File: config.mk
export PLATFORM = sky130hd
export DESIGN_NAME = clock_key_controller
export DESIGN_NICKNAME = d
export VERILOG_FILES = /design/src/rtl/clock_key_controller.sv
export SDC_FILE = /design/constraint.sdc
export NUM_CORES = 1
export LEC_CHECK = 0
export BUFFER_PORTS_ARGS = -buffer_cell sky130_fd_sc_hd__buf_4
export CAP_MARGIN = 20
export CORE_ASPECT_RATIO = 1.75
export CORE_MARGIN = 1.5
export CORE_UTILIZATION = 46
export CTS_BUF_LIST = sky130_fd_sc_hd__clkbuf_2 sky130_fd_sc_hd__clkbuf_4 sky130_fd_sc_hd__clkbuf_8
export DETAILED_ROUTE_END_ITERATION = 8
export GPL_TIMING_DRIVEN = 0
export PLACE_DENSITY = 0.66
export RECOVER_POWER = 100
export SETUP_SLACK_MARGIN = 0.2
export SLEW_MARGIN = 0
export SYNTH_ARGS = -nofsm -noshare
export SYNTH_HDL_FRONTEND = slang
export SYNTH_SLANG_ARGS = --single-unit
export TNS_END_PERCENT = 50
File: constraint.sdc
create_clock -name clock -period 3.5 [get_ports clock]
set_input_delay 0.525 -clock clock [delete_from_list [all_inputs] [get_ports clock]]
set_output_delay 0.525 -clock clock [all_outputs]
set_load 0.02 [all_outputs]
File: src/rtl/clock_key_controller.sv
// Key front end for the digital clock: debounces mode/add keys, sequences display/set modes, and issues minute/hour increments.
// Outputs are registered one cycle after their cause; there is no backpressure, and held keys auto-repeat on the tick time base.
module clock_key_controller #(
   parameter int DB_CYCLES     = 1024,
   parameter int CNT_W         = 16,
   parameter int REPEAT_DELAY  = 32,
   parameter int REPEAT_PERIOD = 4,
   parameter int BLINK_TICKS   = 8
) (
   input  logic        clock,
   input  logic        reset,
   input  logic        key_mode,
   input  logic        key_add,
   input  logic        tick,
   input  logic [4:0]  hour,
   input  logic [5:0]  minute,
   input  logic [5:0]  second,
   output logic        run_en,
   output logic        minute_inc,
   output logic        hour_inc,
   output logic        clear_seconds,
   output logic [11:0] data_show,
   output logic [1:0]  blank,
   output logic [2:0]  mode
);

   typedef enum logic [2:0] {
      SHOW_TIME = 3'd0,
      SHOW_SEC  = 3'd1,
      SET_MIN   = 3'd2,
      SET_HOUR  = 3'd3,
      STOP      = 3'd4
   } state_t;

   localparam int HW = $clog2(REPEAT_DELAY + 1);
   localparam int PW = $clog2(REPEAT_PERIOD + 1);
   localparam int BW = $clog2(BLINK_TICKS + 1);

   // Bit 0 carries the mode key, bit 1 the add key.
   logic [1:0]            sync_q1, sync_q2, db_state, press;
   logic [1:0][CNT_W-1:0] db_cnt;

   logic          mode_press, add_press, add_held;
   state_t        state, state_next, state_prev;
   logic          state_change;
   logic [HW-1:0] hold_cnt;
   logic [PW-1:0] rep_cnt;
   logic          inhibit, rep_fire, inc_evt;
   logic [BW-1:0] blink_cnt;
   logic          blink_phase;

   assign mode_press = press[0];
   assign add_press  = press[1];
   assign add_held   = db_state[1];

   always_ff @(posedge clock or negedge reset) begin
      if (!reset) begin
         sync_q1  <= '0;
         sync_q2  <= '0;
         db_state <= '0;
         press    <= '0;
         db_cnt   <= '0;
      end else begin
         sync_q1 <= {key_add, key_mode};
         sync_q2 <= sync_q1;
         for (int k = 0; k < 2; k++) begin
            press[k] <= 1'b0;
            if (sync_q2[k] != db_state[k]) begin
               if (db_cnt[k] == CNT_W'(DB_CYCLES - 1)) begin
                  db_state[k] <= ~db_state[k];
                  db_cnt[k]   <= '0;
                  press[k]    <= ~db_state[k];
               end else begin
                  db_cnt[k] <= db_cnt[k] + 1'b1;
               end
            end else begin
               db_cnt[k] <= '0;
            end
         end
      end
   end

   always_ff @(posedge clock or negedge reset) begin
      if (!reset) begin
         state      <= SHOW_TIME;
         state_prev <= SHOW_TIME;
      end else begin
         state      <= state_next;
         state_prev <= state;
      end
   end

   always_comb begin
      state_next = state;
      case (state)
         SHOW_TIME: if (mode_press) state_next = SHOW_SEC;
         SHOW_SEC:  if (mode_press) state_next = SET_MIN;
         SET_MIN:   if (mode_press) state_next = SET_HOUR;
         SET_HOUR:  if (mode_press) state_next = STOP;
         STOP:      if (mode_press || add_press) state_next = SHOW_TIME;
         default:   state_next = SHOW_TIME;
      endcase
   end

   always_comb begin
      mode  = state;
      blank = 2'b00;
      if (!add_held) begin
         if (state == SET_MIN)
            blank = {1'b0, blink_phase};
         else if (state == SET_HOUR)
            blank = {blink_phase, 1'b0};
      end
   end

   assign state_change = (state_next != state);

   // Repeat fires on the tick completing the delay, then on every period-th tick after it.
   assign rep_fire = tick && add_held && !inhibit &&
                     ((hold_cnt == HW'(REPEAT_DELAY - 1)) ||
                      (hold_cnt == HW'(REPEAT_DELAY) && rep_cnt == PW'(REPEAT_PERIOD - 1)));
   assign inc_evt  = (add_press || rep_fire) && !state_change;

   // A mode change while add is held locks out repeat until the key is released.
   always_ff @(posedge clock or negedge reset) begin
      if (!reset) begin
         hold_cnt <= '0;
         rep_cnt  <= '0;
         inhibit  <= 1'b0;
      end else if (state_change) begin
         hold_cnt <= '0;
         rep_cnt  <= '0;
         inhibit  <= 1'b1;
      end else if (!add_held) begin
         hold_cnt <= '0;
         rep_cnt  <= '0;
         inhibit  <= 1'b0;
      end else if (tick && !inhibit) begin
         if (hold_cnt != HW'(REPEAT_DELAY)) begin
            hold_cnt <= hold_cnt + 1'b1;
            rep_cnt  <= '0;
         end else if (rep_cnt == PW'(REPEAT_PERIOD - 1)) begin
            rep_cnt <= '0;
         end else begin
            rep_cnt <= rep_cnt + 1'b1;
         end
      end
   end

   always_ff @(posedge clock or negedge reset) begin
      if (!reset) begin
         blink_cnt   <= '0;
         blink_phase <= 1'b0;
      end else if (tick) begin
         if (blink_cnt == BW'(BLINK_TICKS - 1)) begin
            blink_cnt   <= '0;
            blink_phase <= ~blink_phase;
         end else begin
            blink_cnt <= blink_cnt + 1'b1;
         end
      end
   end

   always_ff @(posedge clock or negedge reset) begin
      if (!reset) begin
         run_en        <= 1'b1;
         minute_inc    <= 1'b0;
         hour_inc      <= 1'b0;
         clear_seconds <= 1'b0;
         data_show     <= '0;
      end else begin
         run_en        <= (state_next == SHOW_TIME) || (state_next == SHOW_SEC);
         minute_inc    <= inc_evt && (state == SET_MIN);
         hour_inc      <= inc_evt && (state == SET_HOUR);
         clear_seconds <= (state == SET_MIN) && (state_prev != SET_MIN);
         data_show     <= (state == SHOW_SEC) ? {minute, second} : {1'b0, hour, minute};
      end
   end

endmodule

==> results of run 1 <==
[final cells by class]
type | count | share of cell area (%)
clock inverter | 6 | 2.23
tap | 86 | 2.74
inverter | 6 | 0.574
buffer | 6 | 0.670
timing repair buffer | 41 | 5.77
clock buffer | 10 | 3.35
multi-input combinational | 214 | 35.5
sequential | 77 | 49.1
[metrics by stage]
stage / area, um^2 / hold WS [ps] / std cells / setup slack [ps]
floorplan: 3380 / 229 / 303 / 1640
global placement: 3800 / 340 / 430 / 1390
detailed placement: 3800 / 348 / 430 / 1370
CTS: 4020 / 262 / 446 / 1320
global route: 3920 / 281 / 446 / 866
finish: 3920 / 300 / 446 / 1150
[power groups by stage]
stage          registers, mW  clock network, mW  logic [mW]
2_1_floorplan          0.981                  0      0.0758
3_3_place_gp           0.978                  0       0.142
3_5_place_dp           0.981                  0       0.147
4_1_cts                0.963              0.753       0.148
5_1_grt                0.969              0.784       0.159
6_report               0.961              0.735       0.137
[cell families (layout without fill, tap and decap cells)]
kind of cell	after synthesis	in the layout
muxes	16	16
and+or+nand+nor	138	138
DFF	77	77
adders and majority gates	6	6
xor gates and xnor gates	38	38
buffers and inverters	12	69
AOI/OAI and AO/OA	16	16
[state kept, by name, summed over array words and instances (netlist names)]
signal         count
blink_cnt          4
blink_phase        1
clear_seconds      1
data_show         12
db_cnt            32
db_state           2
hold_cnt           6
hour_inc           1
inhibit            1
minute_inc         1
mode               3
press              2
rep_cnt            3
run_en             1
state_prev         3
sync_q1            2
sync_q2            2
[routing by layer]
layer  vias to the layer above  share of wire, %  GRT usage, %
li1                       1142                 -             -
met3                        17               2.6          4.05
met4                         0               2.7          9.20
met2                        37                55          29.7
met1                      1159                39          18.8
met5                         -                 0             0
[worst max path at each step]
stage                     slack (ps)         end  cells after the start        from
after floorplan                 1640    blank[0]                      2     mode[1]
after CTS                       1320    blank[0]                      3     mode[1]
after global routing             870   db_cnt[5]                      6   db_cnt[0]
final                           1150   db_cnt[6]                      6   db_cnt[0]
after global placement          1390  db_cnt[30]                      6  db_cnt[16]
after detailed placement        1370  db_cnt[26]                      6  db_cnt[16]
[placed cells by master, fill, tap and decap left out, types with 4 or more instances in the layout]
cell type,netlist,layout
buf_4,2,18
inv_1,6,6
nand2_1,18,18
nand3_1,12,12
mux2_2,14,14
nor3b_1,4,4
nor4_1,10,10
ha_1,6,6
a21oi_1,6,6
o21ai_0,4,5
dfrtp_1,76,76
xor2_1,14,14
nor3_1,8,8
nor2_1,47,47
xnor2_1,24,24
clkbuf_8,0,9
clkbuf_1,2,26
nand4_1,12,12
==> run_results.csv, run 1 <==
group,metric,value,unit
worst_setup_path,ff2ff_path_depth,6,
worst_setup_path,worst_ep_required_time,3710,ps
global_route,grt_use_total,17.1,%
worst_setup_path,worstReg2RegStart,"db_cnt[0]",
worst_setup_path,max_stage_delay,470,ps
route,route.detailed.drc,0,
min_path,hp-class,"in2reg",
clock_tree,root_buffer,"clkbuf_8",
logic_synthesis,synth_area_leader_cell,"dfrtp_1",
run_status,violations,"capacitance limit, slew limit",
logic_synthesis,synthMuxAreaShare,5.25,%
clock_tree,cts.hold.buffers_added,0,
logic_synthesis,yosys_warnings,0,
global_route,grt_max_degree,78,
route,via_count,2355,
sta,finalClockSkew,11.7,ps
route,wirelength,6.06,mm
sta,slew_headroom,-21.2,%
logic_synthesis,mappedNetlistArea,3380,um^2
power_and_ir_drop,p_sw_share,23.4,%
die,initial_core_util,47.1,%
finish,multiInputGateArea,1390,um^2
sta,tns,0,ps
die,rows,41,
clock_tree,clkLatencyLatePin,350,ps
die,coreArea,7180,um^2
global_route,grt_pass1_wl,10.1,mm
logic_synthesis,synth_edf_count,0,
clock_tree,path_clk_slew,80,ps
die,dieArea,7900,um^2
logic_synthesis,synth_flop_cell,"dfrtp_1",
worst_setup_path,worstSetupPathType,"reg2reg",
clock_tree,h-tree-depth,3,
finish,fin_util,54.6,%
finish,antenna_cells,0,
finish,fillers,679,
route,viasPerCell,5.28,
power_and_ir_drop,max-vdd-ir-drop,336,uV
worst_setup_path,crit_fanout,10,
clock_tree,clkSinkCount,77,
flow_run,maxCapViolations,1,
die,design.portCount,43,
logic_synthesis,synth-seq-cells,77,
power_and_ir_drop,p_total,1.83,mW
power_and_ir_drop,p_sw,429,uW
clock_tree,cts_buffer_depth,2,
power_and_ir_drop,clkPwrFrac,40.1,%
sta,setup_viol,0,
worst_setup_path,critical-path-slowest-cell,"o21ai_0",
power_and_ir_drop,pwr-share-seq,52.4,%
worst_setup_path,critical_path_arrival,2560,ps
finish,seqCellArea,1930,um^2
clock_tree,cts_buffers,9,
worst_setup_path,critPathLaunchType,"flip-flop",
sta,worstMarginPinSlew,1820,ps
logic_synthesis,synth-compound-area-share,2.85,%
global_route,grt_overflow,0,
power_and_ir_drop,comb_power_share,7.5,%
worst_setup_path,worst-path-buf-inv,1,
logic_synthesis,syn-num-nets,331,
global_route,grt_pass1_vias,2379,
logic_synthesis,synth_xor_area_share,9.84,%
sta,slew_viol_final,78,
placement,place.gp.congestion,0.763,
logic_synthesis,synth_top_area_share,56.2,%
logic_synthesis,synthTopCellsByArea,"dfrtp_1 (56%), xnor2_1 (6.2%), nor2_1 (5.2%)",
die,die_x,67.8,um
sta,max_freq,0.425,GHz
sta,finalCriticalPeriod,2350,ps
run_status,status,"finished, violations left",
route,wl_per_cell,13.6,um
logic_synthesis,async_flop_share,100,%
worst_setup_path,rrSetupSlack,1150,ps
clock_tree,post-cts-setup-buffers,0,
power_and_ir_drop,p_leak,1.70,nW
power_and_ir_drop,p_int,1.40,mW
route,drt-initial-drc-count,53,
logic_synthesis,synth_simple_gate_area_share,21.2,%
worst_setup_path,critPathCaptureType,"flip-flop",
min_path,holdPathStages,1,
worst_setup_path,worstPathCellList,"ha_1 > nand3_1 > or3_1 > o21ai_0 > clkbuf_1 > nor2_1",
logic_synthesis,synth.distinct_cells,39,
power_and_ir_drop,p_per_area,467,nW/um^2
worst_setup_path,crit_family,"simple AND/OR/NAND/NOR gates",
logic_synthesis,ys_seq_area_share,57.0,%
clock_tree,post_cts_resized,0,
finish,syn_to_final_growth,16.0,%
route,ant_nets,0,
clock_tree,cts_tree,"built",
logic_synthesis,syn_inst,303,
logic_synthesis,syn_avg_cell_area,11.2,um^2
die,fp.dieH,116,um
placement,portBuffers,41,
logic_synthesis,yosysMostFrequentCell,"dfrtp_1",
logic_synthesis,synthAdderAreaFrac,2.22,%
sta,final-hold-violation-count,0,
logic_synthesis,synth_commonest_cells,"dfrtp_1 (76), nor2_1 (47), xnor2_1 (24)",
route,dr.pass1.iters,4,
finish,layout-drive-gt1-share,16.7,%
finish,fin_nets,383,
placement,dp_hpwl,4.30,mm
worst_setup_path,r2r_end,"db_cnt[6]",
min_path,holdCritStartpoint,"key_mode",
min_path,holdPathEnd,"sync_q1[0]",
logic_synthesis,synth_top_family_by_area,"simple AND/OR/NAND/NOR gates",
sta,finalCritPeriodShare,67.2,%
sta,rsz0062_at_grt,"no",
global_route,antenna_found_initial,0,
(Power assumes the default switching activity.)
==> run 2: changes to the inputs <==
==> constraint.sdc (replaced) <==
create_clock -name clock -period 2.5 [get_ports clock]
set_input_delay 0.375 -clock clock [delete_from_list [all_inputs] [get_ports clock]]
set_output_delay 0.375 -clock clock [all_outputs]
set_load 0.02 [all_outputs]
==> run 2 against run 1 <==
The run still ends with capacitance limit, slew limit left. Largest cell class unchanged. Critical path type unchanged. Sequential share of layout area about the same. Sequential power up 40%. Worst setup slack worse by 780 ps. Non-clock buffer count unchanged. Final area about the same. Flip-flop and latch count unchanged. Critical endpoint is now db_cnt[26]. Die area unchanged. Largest power group unchanged. Register-to-register slack worse by 780 ps. Power up 40%. First-iteration DRC count up 5.7%. Wire length down 0.18%.
==> run_results.csv, run 2 (same netlist as run 1, synthesis figures left out) <==
group,metric,value,unit
power_and_ir_drop,p_per_area,654,nW/um^2
clock_tree,h-tree-depth,3,
route,viasPerCell,5.29,
worst_setup_path,crit_fanout,10,
finish,fillers,678,
route,wirelength,6.05,mm
clock_tree,clkLatencyLatePin,350,ps
sta,rsz0062_at_grt,"no",
sta,max_freq,0.469,GHz
worst_setup_path,critical_path_arrival,2370,ps
sta,setup_viol,0,
worst_setup_path,rrSetupSlack,370,ps
power_and_ir_drop,p_leak,1.70,nW
finish,largest_reg_flops,32,
clock_tree,cts_buffers,9,
worst_setup_path,critPathCaptureType,"flip-flop",
finish,layout-drive-gt1-share,17.2,%
sta,finalClockSkew,11.6,ps
finish,fin_nets,383,
sta,slew_headroom,-21.8,%
finish,multiInputGateArea,1390,um^2
sta,finalCriticalPeriod,2130,ps
power_and_ir_drop,p_total,2.57,mW
route,route.detailed.drc,0,
die,dieArea,7900,um^2
clock_tree,path_clk_slew,80,ps
finish,final_cell_mix,"dfrtp_1 (76), nor2_1 (47), clkbuf_1 (24), xnor2_1 (24)",
finish,syn_to_final_growth,16.1,%
finish,fin_util,54.7,%
die,fp.dieH,116,um
worst_setup_path,critPathLaunchType,"flip-flop",
die,coreArea,7180,um^2
route,dr.pass1.iters,4,
power_and_ir_drop,max-vdd-ir-drop,471,uV
die,die_x,67.8,um
route,via_count,2358,
worst_setup_path,worstSetupPathType,"reg2reg",
sta,finalCritPeriodShare,85.3,%
route,drt-initial-drc-count,56,
clock_tree,cts_buffer_depth,2,
sta,worstMarginPinSlew,1830,ps
route,ant_nets,0,
sta,tns,0,ps
placement,place.gp.congestion,0.763,
clock_tree,cts_tree,"built",
worst_setup_path,worst_ep_required_time,2730,ps
die,rows,41,
finish,antenna_cells,0,
finish,layout_commonest_cell,"dfrtp_1",
global_route,grt_overflow,0,
placement,portBuffers,41,
finish,largestRegisters,"db_cnt: 32 flops, data_show: 12 flops, hold_cnt: 6 flops",
clock_tree,cts.hold.buffers_added,0,
finish,seqCellArea,1930,um^2
sta,final-hold-violation-count,0,
sta,slew_viol_final,78,
route,wl_per_cell,13.6,um
die,design.portCount,43,
min_path,hp-class,"in2reg",
global_route,antenna_found_initial,0,
clock_tree,root_buffer,"clkbuf_8",
die,initial_core_util,47.1,%
flow_run,maxCapViolations,1,
finish,regMostFlops,"db_cnt",
global_route,grt_pass1_wl,10.1,mm
run_status,status,"finished, violations left",
global_route,grt_max_degree,78,
global_route,grt_use_total,17.1,%
global_route,grt_pass1_vias,2379,
placement,dp_hpwl,4.30,mm
run_status,violations,"capacitance limit, slew limit",
clock_tree,clkSinkCount,77,
==> run 2: cell types whose count changed in the layout (fill, tap and decap cells not counted), sizes merged <==
cell,change
clkbuf,-1
buf,+1
==> run 2: routing by layer <==
layer / global-route usage [%] / vias to the layer above / wire length [um]
met2: 29.7 / 38 / 3370
met3: 4.05 / 11 / 159
met4: 9.20 / 0 / 127
met1: 18.8 / 1166 / 2390
met5: 0 / - / 0
li1: - / 1143 / -
==> run 2: critical path, stage by stage (launching register included) <==
cell and delay [ps]:
dfrtp_1 400, ha_1 230, and4_1 320, nand3_1 170, o21ai_0 500, clkbuf_2 320
nor2_1 80
==> run 2: metrics by stage <==
stage | cells | cell area (um^2) | hold WS [ps] | setup WS [ps]
final | 446 | 3930 | 150 | 366
after global routing | 446 | 3930 | 131 | 172
after CTS | 446 | 4020 | 112 | 353
after detailed placement | 430 | 3800 | 348 | 365
after global placement | 430 | 3800 | 340 | 394
after floorplan | 303 | 3380 | 79.4 | 660
==> run 2: timing repair <==
action	CTS	global route
gates resized for setup	0	1
setup buffers	0	0
setup endpoints to repair	0	1
==> run 2: path summary, 6_finish.rpt <==
check | from | end | depth (start not counted)
hold reg to reg | sync_q1[1] | sync_q2[1] | 0
setup / recovery | db_cnt[16] | db_cnt[26] | 6
min in group asynchronous | reset | db_cnt[29] | 1
setup reg to reg | db_cnt[16] | db_cnt[26] | 6
hold / removal | key_mode | sync_q1[0] | 1
max in group asynchronous | reset | data_show[0] | 1
==> run 2: area by class of cell <==
type,count,share of cell area [%]
sequential,77,49.1
multi-input combinational,214,35.5
timing repair buffer,41,5.77
clock buffer,10,3.35
tap,86,2.74
clock inverter,6,2.23
buffer,6,0.733
inverter,6,0.574
==> run 2: report_power, final <==
part | switching [mW] | leakage, nW | internal, mW
Sequential | 0.0421 | 1.02 | 1.30
Clock | 0.456 | 0.114 | 0.575
Combinational | 0.104 | 0.567 | 0.0883
Total | 0.602 | 1.70 | 1.97
==> run 3: changes to the inputs <==
--- a/config.mk
+++ b/config.mk
@@ -13,7 +13,7 @@
 export CTS_BUF_LIST = sky130_fd_sc_hd__clkbuf_2 sky130_fd_sc_hd__clkbuf_4 sky130_fd_sc_hd__clkbuf_8
 export DETAILED_ROUTE_END_ITERATION = 8
 export GPL_TIMING_DRIVEN = 0
-export PLACE_DENSITY = 0.66
+export PLACE_DENSITY = 0.7
 export RECOVER_POWER = 100
 export SETUP_SLACK_MARGIN = 0.2
 export SLEW_MARGIN = 0
==> constraint.sdc (replaced) <==
create_clock -name clock -period 2.5 [get_ports clock]
set_input_delay 0.25 -clock clock [delete_from_list [all_inputs] [get_ports clock]]
set_output_delay 0.25 -clock clock [all_outputs]
set_load 0.02 [all_outputs]
==> run 3 against run 2 <==
The flow still finishes with violations (capacitance limit, slew limit). Final cell count increased by 0.45%. Combinational power about the same. Maximum frequency increased by 3.1%. Flip-flop and latch count unchanged. Register-to-register slack improved by 60 ps. Worst setup slack improved by 64 ps. Critical endpoint is now db_cnt[27]. Largest cell class unchanged. Largest power group unchanged. Highest routed layer unchanged.
==> run_results.csv, run 3 (same netlist as run 1, synthesis figures left out) <==
group,metric,value,unit
route,top_layer_used,"met4",
worst_setup_path,worstSetupPathType,"reg2reg",
finish,syn_to_final_growth,16.3,%
power_and_ir_drop,p_sw_share,24.3,%
clock_tree,h-tree-depth,3,
power_and_ir_drop,p_per_area,637,nW/um^2
finish,largestRegisters,"db_cnt: 32 flops, data_show: 12 flops, hold_cnt: 6 flops",
sta,slew_viol_final,78,
die,fp.dieH,116,um
power_and_ir_drop,p_leak,1.70,nW
clock_tree,clkSinkCount,77,
finish,postLayoutCellArea,3930,um^2
global_route,grt_pass1_wl,10.2,mm
worst_setup_path,critPathLaunchType,"flip-flop",
placement,dp_hpwl,4.43,mm
finish,regMostFlops,"db_cnt",
sta,final-hold-violation-count,0,
route,wirelength,6.22,mm
route,drt-initial-drc-count,86,
worst_setup_path,critical_path_arrival,2310,ps
route,wl_per_cell,13.9,um
sta,setup_viol,0,
route,via_count,2354,
worst_setup_path,crit_family,"simple AND/OR/NAND/NOR gates",
worst_setup_path,worst_ep_required_time,2740,ps
power_and_ir_drop,p_int,1.89,mW
clock_tree,root_buffer,"clkbuf_8",
sta,finalClockSkew,10.2,ps
power_and_ir_drop,clkPwrFrac,38.4,%
finish,layout_commonest_cell,"dfrtp_1",
die,die_x,67.8,um
min_path,hp-class,"in2reg",
clock_tree,post-cts-setup-buffers,0,
route,viasPerCell,5.25,
route,wl_met3,164,um
run_status,status,"finished, violations left",
sta,worstMarginPinSlew,1890,ps
finish,largest_reg_flops,32,
placement,place.gp.congestion,0.764,
worst_setup_path,worst-path-buf-inv,1,
route,ant_nets,0,
worst_setup_path,worstPathCellList,"ha_1 > and4_1 > nand3_1 > o21ai_0 > buf_2 > nor2_1",
power_and_ir_drop,pwr-share-seq,53.8,%
finish,antenna_cells,0,
global_route,grt_use_total,17.5,%
worst_setup_path,crit_fanout,10,
clock_tree,cts_buffer_depth,2,
worst_setup_path,crit_path_start,"db_cnt[16]",
finish,final_cell_mix,"dfrtp_1 (76), nor2_1 (47), clkbuf_1 (24), xnor2_1 (24)",
worst_setup_path,max_stage_delay,470,ps
finish,layout-drive-gt1-share,16.9,%
route,route.detailed.drc,0,
placement,portBuffers,41,
placement,postPlaceCellArea,3800,um^2
min_path,holdCritStartpoint,"minute[5]",
route,route.met2.wl,3.49,mm
die,design.portCount,43,
run_status,violations,"capacitance limit, slew limit",
finish,fillers,656,
clock_tree,cts_tree,"built",
clock_tree,cts_buffers,9,
sta,finalCriticalPeriod,2070,ps
finish,fin_nets,385,
power_and_ir_drop,max-vdd-ir-drop,418,uV
worst_setup_path,critPathCaptureType,"flip-flop",
die,coreArea,7180,um^2
power_and_ir_drop,p_sw,609,uW
sta,finalCritPeriodShare,82.8,%
power_and_ir_drop,comb_power_share,7.8,%
global_route,antenna_found_initial,0,
sta,max_freq,0.483,GHz
clock_tree,clkLatencyLatePin,360,ps
worst_setup_path,critical-path-slowest-cell,"o21ai_0",
flow_run,maxCapViolations,1,
global_route,grt_max_degree,78,
sta,slew_headroom,-26.0,%
die,dieArea,7900,um^2
power_and_ir_drop,p_total,2.50,mW
sta,tns,0,ps
route,wl_met1,2.41,mm
die,rows,41,
global_route,grt_overflow,0,
route,dr.pass1.iters,4,
die,initial_core_util,47.1,%
clock_tree,path_clk_slew,80,ps
sta,rsz0062_at_grt,"no",
worst_setup_path,worstReg2RegStart,"db_cnt[16]",
global_route,grt_pass1_vias,2382,
-- run 3: changes by cell type in the layout (fill, tap and decap cells not counted) --
cell,before,now
mux2_2,14,13
clkinv_4,1,2
bufinv_16,2,1
clkinv_2,2,1
clkinvlp_4,0,1
mux2_1,0,1
buf_2,1,2
clkbuf_2,2,1
clkbuf_8,9,10
dlygate4sd3_1,0,2
inv_6,1,0
and2_1,1,2
and2_0,3,2
-- run 3: worst register-to-register path, delay by kind of cell (launching register included) --
kind                       cells  cell delay [ps]
AOI/OAI and AO/OA              1              470
DFF                            1              390
adders and majority gates      1              210
and+or+nand+nor                3              550
buffers and inverters          1              320
-- run 3: per-layer routing --
layer  GRT usage [%]  vias to the layer above
li1                -                     1149
met2            31.2                       39
met5               0                        -
met3            4.14                       11
met1            18.5                     1155
met4            9.20                        0
-- run 3: worst paths after layout --
path / endpoint / slack, ps / cells after the start
max: db_cnt[27] / 430 / 6
min: data_show[11] / 110 / 2
max reg2reg: db_cnt[27] / 430 / 6
min reg2reg: sync_q2[1] / 360 / 0
max in group asynchronous: rep_cnt[2] / 980 / 1
min in group asynchronous: db_cnt[25] / 390 / 1
-- run 3: power by group through the flow --
stage	Clock, mW	Sequential, mW	Combinational, mW
final	0.962	1.35	0.195
after floorplan	0	1.37	0.106
after global placement	0	1.37	0.197
after global routing	1.03	1.36	0.224
after CTS	0.987	1.35	0.209
after detailed placement	0	1.37	0.207
-- run 3: what timing repair did --
action | CTS | global route
hold buffers | 2 | 0
endpoints found under the hold margin | 2 | 0
gates resized for setup | 0 | 0
-- run 3: per-stage QoR --
stage | setup slack (ps) | util (%) | hold WS, ps | cells
final | 430 | 54.8 | 112 | 448
after global routing | 243 | 54.8 | 107 | 448
after CTS | 406 | 56.0 | 76.5 | 448
after detailed placement | 433 | 52.9 | 346 | 430
after global placement | 438 | 52.9 | 335 | 430
after floorplan | 660 | - | -45.6 | 303
-- run 3: layout make-up --
class / count / area, um^2 / area share [%]
plain buffers: 6 / 28.8 / 0.732
clock buffers: 11 / 145 / 3.69
clock inverters: 5 / 60.1 / 1.53
inverters: 6 / 22.5 / 0.573
multi-input cells: 214 / 1390 / 35.4
flip-flops and latches: 77 / 1930 / 49.0
well taps: 86 / 108 / 2.74
repair buffers: 43 / 246 / 6.27
